## config.mk

```make
export PLATFORM = sky130hd
export DESIGN_NAME = led_pio_out
export DESIGN_NICKNAME = d
export VERILOG_FILES = /design/src/rtl/led_pio_pkg.sv /design/src/rtl/led_pio_pwm_gen.sv /design/src/rtl/led_pio_out.sv
export SDC_FILE = /design/constraint.sdc
export NUM_CORES = 1
export LEC_CHECK = 0
export ABC_AREA = 1
export CAP_MARGIN = 20
export CORE_MARGIN = 1.5
export CORE_UTILIZATION = 55
export DETAILED_ROUTE_END_ITERATION = 6
export GPL_TIMING_DRIVEN = 0
export PLACE_DENSITY = 0.82
export SLEW_MARGIN = 20
export SYNTH_ARGS = -nofsm -noshare
export SYNTH_HDL_FRONTEND = slang
export SYNTH_SLANG_ARGS = --single-unit
export TNS_END_PERCENT = 5
```

## constraint.sdc

```tcl
create_clock -name clk -period 4.2 [get_ports clk]
set_input_delay 0.42 -clock clk [delete_from_list [all_inputs] [get_ports clk]]
set_output_delay 0.42 -clock clk [all_outputs]
set_load 0.05 [all_outputs]
```

## src/rtl/led_pio_pkg.sv

```systemverilog
// rtl/led_pio_pkg.sv - register map and sizing helpers for the LED output PIO
package led_pio_pkg;

  localparam logic [2:0] ADDR_DATA     = 3'd0;
  localparam logic [2:0] ADDR_PWM_MASK = 3'd2;
  localparam logic [2:0] ADDR_DUTY     = 3'd3;
  localparam logic [2:0] ADDR_OUTSET   = 3'd4;
  localparam logic [2:0] ADDR_OUTCLEAR = 3'd5;
  localparam logic [2:0] ADDR_PULSE    = 3'd6;

  localparam int DUTY_W = 8;

  // Bits needed to hold 0..max_val; never less than one so degenerate counters still elaborate.
  function automatic int cnt_w(input int max_val);
    return (max_val < 1) ? 1 : $clog2(max_val + 1);
  endfunction

endpackage

```

## src/rtl/led_pio_pwm_gen.sv

```systemverilog
// rtl/led_pio_pwm_gen.sv - shared PWM dimmer: prescaler, 8-bit phase and period-aligned duty shadow
module led_pio_pwm_gen
  import led_pio_pkg::*;
#(
  parameter int PWM_DIV = 256
) (
  input  logic              clk,
  input  logic              reset,
  input  logic [DUTY_W-1:0] duty,
  output logic              pwm_on
);

  localparam int              PRE_W    = cnt_w(PWM_DIV - 1);
  localparam logic [PRE_W-1:0] PRE_LAST = PRE_W'(PWM_DIV - 1);

  logic [PRE_W-1:0]  prescaler;
  logic [DUTY_W-1:0] phase;
  logic [DUTY_W-1:0] duty_active;
  logic              tick;

  assign tick = (prescaler == PRE_LAST);

  // Prescaler runs 0..PWM_DIV-1 and restarts after its terminal count.
  always_ff @(posedge clk or posedge reset) begin
    if (reset) begin
      prescaler <= '0;
    end else if (tick) begin
      prescaler <= '0;
    end else begin
      prescaler <= prescaler + PRE_W'(1);
    end
  end

  // Phase steps once per tick and wraps 255->0; duty is sampled only on that wrap so a period never splits.
  always_ff @(posedge clk or posedge reset) begin
    if (reset) begin
      phase       <= '0;
      duty_active <= '0;
    end else if (tick) begin
      phase <= phase + DUTY_W'(1);
      if (phase == {DUTY_W{1'b1}}) begin
        duty_active <= duty;
      end
    end
  end

  assign pwm_on = (phase < duty_active);

endmodule

```

## src/rtl/led_pio_out.sv

```systemverilog
// rtl/led_pio_out.sv - Avalon-MM output PIO with set/clear, PWM dimming and one-shot pulse inversion
module led_pio_out
  import led_pio_pkg::*;
#(
  parameter int WIDTH        = 8,
  parameter int RESET_VALUE  = 0,
  parameter int PWM_DIV      = 256,
  parameter int PULSE_CYCLES = 1000000
) (
  input  logic             clk,
  input  logic             reset,
  input  logic [2:0]       address,
  input  logic             chipselect,
  input  logic             write_n,
  input  logic [WIDTH-1:0] writedata,
  output logic [WIDTH-1:0] readdata,
  output logic [WIDTH-1:0] out_port
);

  localparam logic [WIDTH-1:0] RST_VAL = WIDTH'(RESET_VALUE);
  localparam int               PC_W    = cnt_w(PULSE_CYCLES);
  localparam logic [PC_W-1:0]  PC_LOAD = PC_W'(PULSE_CYCLES);

  logic [WIDTH-1:0]  data_reg;
  logic [WIDTH-1:0]  pwm_mask;
  logic [DUTY_W-1:0] duty;
  logic [WIDTH-1:0]  pulse_active;
  logic [PC_W-1:0]   pulse_cnt;
  logic [WIDTH-1:0]  rd_next;
  logic [WIDTH-1:0]  out_next;
  logic              wr_en;
  logic              pulse_load;
  logic              pwm_on;

  assign wr_en      = chipselect && !write_n;
  assign pulse_load = wr_en && (address == ADDR_PULSE) && (writedata != '0);

  led_pio_pwm_gen #(
    .PWM_DIV (PWM_DIV)
  ) u_pwm (
    .clk    (clk),
    .reset  (reset),
    .duty   (duty),
    .pwm_on (pwm_on)
  );

  // CPU-visible registers; OUTSET/OUTCLEAR give read-free atomic bit updates to DATA.
  always_ff @(posedge clk or posedge reset) begin
    if (reset) begin
      data_reg <= RST_VAL;
      pwm_mask <= '0;
      duty     <= '0;
    end else if (wr_en) begin
      case (address)
        ADDR_DATA:     data_reg <= writedata;
        ADDR_PWM_MASK: pwm_mask <= writedata;
        ADDR_DUTY:     duty     <= DUTY_W'(writedata);
        ADDR_OUTSET:   data_reg <= data_reg | writedata;
        ADDR_OUTCLEAR: data_reg <= data_reg & ~writedata;
        default:       ;
      endcase
    end
  end

  // One-shot inverter: a nonzero write merges bits and restarts the full length, even on the expiry clock.
  always_ff @(posedge clk or posedge reset) begin
    if (reset) begin
      pulse_cnt    <= '0;
      pulse_active <= '0;
    end else if (pulse_load) begin
      pulse_cnt    <= PC_LOAD;
      pulse_active <= pulse_active | writedata;
    end else if (pulse_cnt != '0) begin
      pulse_cnt <= pulse_cnt - PC_W'(1);
      if (pulse_cnt == PC_W'(1)) begin
        pulse_active <= '0;
      end
    end
  end

  // Read mux; write-only and reserved offsets read as zero.
  always_comb begin
    rd_next = '0;
    case (address)
      ADDR_DATA:     rd_next = data_reg;
      ADDR_PWM_MASK: rd_next = pwm_mask;
      ADDR_DUTY:     rd_next = WIDTH'(duty);
      ADDR_PULSE:    rd_next = pulse_active;
      default:       rd_next = '0;
    endcase
  end

  assign out_next = (data_reg & (~pwm_mask | {WIDTH{pwm_on}})) ^ pulse_active;

  // Registered read data and pin drive.
  always_ff @(posedge clk or posedge reset) begin
    if (reset) begin
      readdata <= '0;
      out_port <= RST_VAL;
    end else begin
      readdata <= rd_next;
      out_port <= out_next;
    end
  end

endmodule

```

# ---- Word level (Yosys, flattened, before mapping)
# Index checks and enable logic that the tools add are counted.
dict set report totals {
  output_inout_bits 16
  regBits 92
  input_bits 15
}
dict set report classes {
  n_mux 8
  n_addsub 3
  order_cmp 1
  bitwise 8
  n_eq_ne 8
  n_reduce_logical 15
}
# op n
set ops {}
lappend ops {{$mux 20} 2}
lappend ops {{$mux 8} 4}
lappend ops {{$pmux 8 s4} 1}
lappend ops {{$or 8x8->8} 3}
lappend ops {{$pmux 8 s3} 1}
lappend ops {{$eq 20x1->1 const B} 1}
lappend ops {{$reduce_bool 20->1} 1}
lappend ops {{$sub 20x1->20 const B} 1}
lappend ops {{$add 8x1->8 const B} 2}
lappend ops {{$and 8x8->8} 2}
lappend ops {{$eq 8x8->1 const B} 2}
lappend ops {{$not 8->8} 2}
lappend ops {{$reduce_and 2->1} 5}
lappend ops {{$eq 3x3->1 const B} 3}
lappend ops {{$lt 8x8->1} 1}
lappend ops {{$reduce_bool 8->1} 1}
lappend ops {{$xor 8x8->8} 1}
lappend ops {{$eq 3x2->1 const B} 2}
lappend ops {{$reduce_bool 2->1} 2}
lappend ops {{$logic_and 1x1->1} 3}
lappend ops {{$logic_not 3->1} 1}
lappend ops {{$reduce_bool 3->1} 1}
lappend ops {{$logic_not 1->1} 1}

# ---- Logic depth before layout (Yosys ltp)
dict set report depth {
  word_depth 6
  depth_mapped 12
}

# ---- Modules after synthesis
# A second synthesis with hierarchy kept.
dict set report hier_totals {
  cells_unflattened 597
  area_unflattened_um2 4913.5
}
# mod instances seq_area_each_um2 cells_each area_per_inst_um2
set by_module_without_submodules {}
lappend by_module_without_submodules {led_pio_out 1 1701.6 448 3623.5}
lappend by_module_without_submodules {led_pio_pwm_gen 1 600.6 149 1290.0}

# ---- Worst setup path after synthesis
# No wires, ideal clock.
dict set report synth_timing {
  kind {reg2reg}
  start {register pulse_cnt[0]}
  end {register pulse_cnt[1]}
  path_stages_with_launch 10
  n_path_buf 0
  arrival_time_ps 1430
  setup_time_ps 120
  slack_ps 2650
  cell_sequence {dfrtp_1 -> inv_1 -> ha_1 -> inv_1 -> nor2_2 -> nand4_4 -> nor2_8 -> inv_6 -> nand2_2 -> o21ai_2}
}
dict set report synth_between {
  elab_chain_len 3
  word_cells_on_any_way 5
}
# element line
set synth_rtl {}
lappend synth_rtl {{start, declared} led_pio_out.sv:28} ;# logic [PC_W-1:0] pulse_cnt;
lappend synth_rtl {{start signal, assigned} led_pio_out.sv:74} ;# pulse_cnt <= pulse_cnt - PC_W'(1);
lappend synth_rtl {{$sub 20x1->20} led_pio_out.sv:74}
lappend synth_rtl {{$mux 20} led_pio_out.sv:73} ;# end else if (pulse_cnt != '0) begin
lappend synth_rtl {{$mux 20} led_pio_out.sv:70} ;# end else if (pulse_load) begin
# Several ways; a longest one is shown, not always the timed one. The select of a mux whose other input is x is not followed.
# A chain may end at the register's enable or synchronous reset.

# ---- Final worst setup path
dict set report layout_timing {
  start {register out_port[6]}
  end {output port out_port[6]}
}
# element line
set layout_rtl {}
lappend layout_rtl {{start, declared} led_pio_out.sv:17} ;# output logic [WIDTH-1:0] out_port
lappend layout_rtl {{start signal, assigned} led_pio_out.sv:102} ;# out_port <= out_next;
# No word-level cell between the ends.

==> summary.md <==
| Metric | Value |
|---|---|
| Status | complete, no violations |
| Via count | 3,837 |
| Synth-to-Final Area Change | 13.1% |
| Slew @ Worst Pin | 0.518 ns |
| Die H | 96.0 µm |
| Gr usage total | 0.248 |
| #FFs+latches synth | 92 |
| IO buf count | 29 |
| Synthesized cell area | 4760 µm² |
| Final GP Congestion | 0.946 |
| Yosys warnings | 0 |
| Max Fanout on Critical Path | 1 |
| Io pins | 31 |
| Crit Reg-Reg Startpoint | pulse_cnt[0] |
| # diodes | 0 |
| Post-synth EDFFs | 0 |
| Largest register FFs | 20 |
| Setup CP Type | register to output port |
| Global route hottest layer | met2 |
| Synth Instances | 552 |
| Netlist cell types | 37 |
| Post-synth top area cell | dfrtp_1 |
| Reg2Reg Setup Slack | 2.38 ns |
| Slew HR | 0.653 |
| Top_reg_cell synth | dfrtp_1 |
| Die ar. | 9220 µm² |
| Initial DRC count | 244 |
| Pin count of the biggest net entering global routing | 61 |
| Worst-Skew Late Latency | 0.36 ns |
| Vias in the first global route | 3,807 |
| Final period utilization | 0.463 |
| Initial antenna violation count | 0 |
| # nets final | 620 |
| Starting Density | 0.573 |
| Hold Slack | 0.420 ns |
| CTS sink count | 92 |
| CP delay by family, top | buffers and inverters |
| First-pass GRT wire length | 17.3 mm |
| Setup violations, final | 0 |
| Vias per std cell | 5.46 |
| Maximum VDD drop | 276 µV |
| DP HPWL | 7.41 mm |
| Top-count cell post-synth | nand2_1 |
| Post-synthesis sequential area ratio | 0.484 |
| Clock Skew | 0.0126 ns |
| Grt met1 use | 0.311 |
| Fin crit period | 1.94 ns |
| Slew Viols, Final | 0 |
| Final ANT Viol Nets | 0 |
| Number of post-CTS setup repair buffers | 0 |
| Number of non-filler instances in the completed layout | 703 |
| Most frequent cells after synthesis | 124 x nand2_1, 93 x inv_1, 92 x dfrtp_1 |
| Critical path cell sequence | clkdlybuf4s50_1 |
| Syn_nets | 579 |
| Total global routing overflow | 0 |
| CTS buffer count | 9 |
| Buf+Inv Stages, Crit Path | 1 |
| Final TNS setup | 0 ns |
| Critical Path RT | 3.78 ns |
| GR Util met3 | 0.0395 |
| Largest cells by area after synthesis | dfrtp_1 48%, nand2_1 9.8%, inv_1 7.3% |
| Core Footprint | 8300 µm² |
| CP arrival | 1.52 ns |
| Hold Path Class | input pin to async pin |
| Cells after DPL | 687 |
| Async S/R FF share, synth | 1.00 |
| Slowest-stage cell, CP | clkdlybuf4s50_1 |
| Avg Cell Area, Syn | 8.62 µm² |
| Critical Path Sink Type | output port |
| Leakage | 0.00258 µW |
| Pwr per Cell Area | 465 nW/µm² |
| GR Util met2 | 0.418 |
| Wire length after detailed routing | 10.3 mm |
| Worst path max stage delay | 0.81 ns |
| Cell row count | 33 |
| Crit path launch type | register |
| Pre-antenna DRT Iters | 5 |
| CTS root buf | clkbuf_8 |
| H-tree lvl count | 3 |
| Share of post-route cells with drive strength above 1 | 0.112 |
| Chip width | 96.0 µm |
| Max cap viols | 0 |
| Clk pin slew, worst setup/hold paths | 0.10 ns |
| RSZ-0062 raised after global routing | false |
| Reg-to-reg critical path endpoint | pulse_cnt[16] |
| Clock tree buffer depth | 2 |
| DRC Markers | 0 |
| Post-cts repair resize count | 0 |
| Yosys top cell area share | 0.484 |
| Final Hold Viols | 0 |
| Hold_buf cts | 0 |
| Worst reg2reg path depth | 7 |
| Drt wl/cell | 14.6 µm |
| Max Freq | 515 MHz |
| Largest reg by FF count | pulse_cnt |
| CTS tree | built |
-- layout make-up --
| type | instances | area (µm²) |
|---|---|---|
| clock buffer | 10 | 128 |
| sequential | 92 | 2300 |
| inverter | 97 | 372 |
| clock inverter | 6 | 46.3 |
| timing repair buffer | 30 | 318 |
| tap | 105 | 131 |
| multi-input combinational | 355 | 2030 |
| fill | 640 | 2920 |
| buffer | 8 | 61.3 |
-- worst max path at each step --
| stage | startpoint | to | slack [ns] | cells after the start |
|---|---|---|---|---|
| 6_report | out_port[6] | out_port[6] | 2.26 | 1 |
| 2_1_floorplan | reset | data_reg[0] | 1.39 | 1 |
| 3_3_place_gp | reset | out_port[5] | 0.14 | 2 |
| 3_5_place_dp | writedata[3] | pulse_active[1] | 2.05 | 7 |
| 4_1_cts | out_port[6] | out_port[6] | 2.26 | 1 |
| 5_1_grt | u_pwm.duty_active[5] | out_port[2] | 2.18 | 10 |
-- routing by layer --
| layer | vias to the layer above | wire, µm |
|---|---|---|
| met5 | - | 0 |
| met4 | 0 | 202 |
| met3 | 23 | 592 |
| met2 | 125 | 5190 |
| met1 | 1830 | 4290 |
| li1 | 1859 | - |
-- through the flow --
step | cell area (µm²) | total power, µW | worst slack, ns | util
2_1_floorplan | 4760 | 1750 | 1.39 | -
3_3_place_gp | 5180 | 1930 | 0.139 | 0.624
3_5_place_dp | 5210 | 1970 | 2.05 | 0.628
4_1_cts | 5380 | 2510 | 2.26 | 0.649
5_1_grt | 5380 | 2660 | 2.18 | 0.649
6_report | 5380 | 2510 | 2.26 | 0.649
-- placed cells by master (no fill, tap or decap), types with 4 or more instances in the layout --
master / synthesis / final
o21ai_0: 21 / 21
inv_6: 1 / 4
nand4_1: 12 / 12
nor2_1: 42 / 42
o221ai_1: 8 / 8
nand3_1: 28 / 28
a21oi_1: 22 / 22
or2_2: 4 / 4
xor2_1: 12 / 12
clkbuf_8: 0 / 9
o21ai_2: 10 / 10
clkdlybuf4s50_1: 0 / 29
nor3_1: 7 / 7
nand2_1: 124 / 124
dfrtp_1: 92 / 92
inv_1: 93 / 92
ha_1: 12 / 12
o22ai_1: 16 / 16
nor2_4: 6 / 6
nor2_2: 5 / 5
-- cells by family after synthesis --
family | after synthesis | share of synthesized area
adders and majority gates | 12 | 0.0316
DFF | 92 | 0.484
AOI/OAI and AO/OA | 81 | 0.104
and+or+nand+nor | 247 | 0.263
xor gates and xnor gates | 15 | 0.0276
buffers and inverters | 105 | 0.0905
-- where the power goes --
part,total (µW),switching (µW),internal [µW]
registers,1190,139,1060
clock network,546,325,221
logic,764,493,271
total,2510,958,1550
Power figures use the tool's default switching activity.
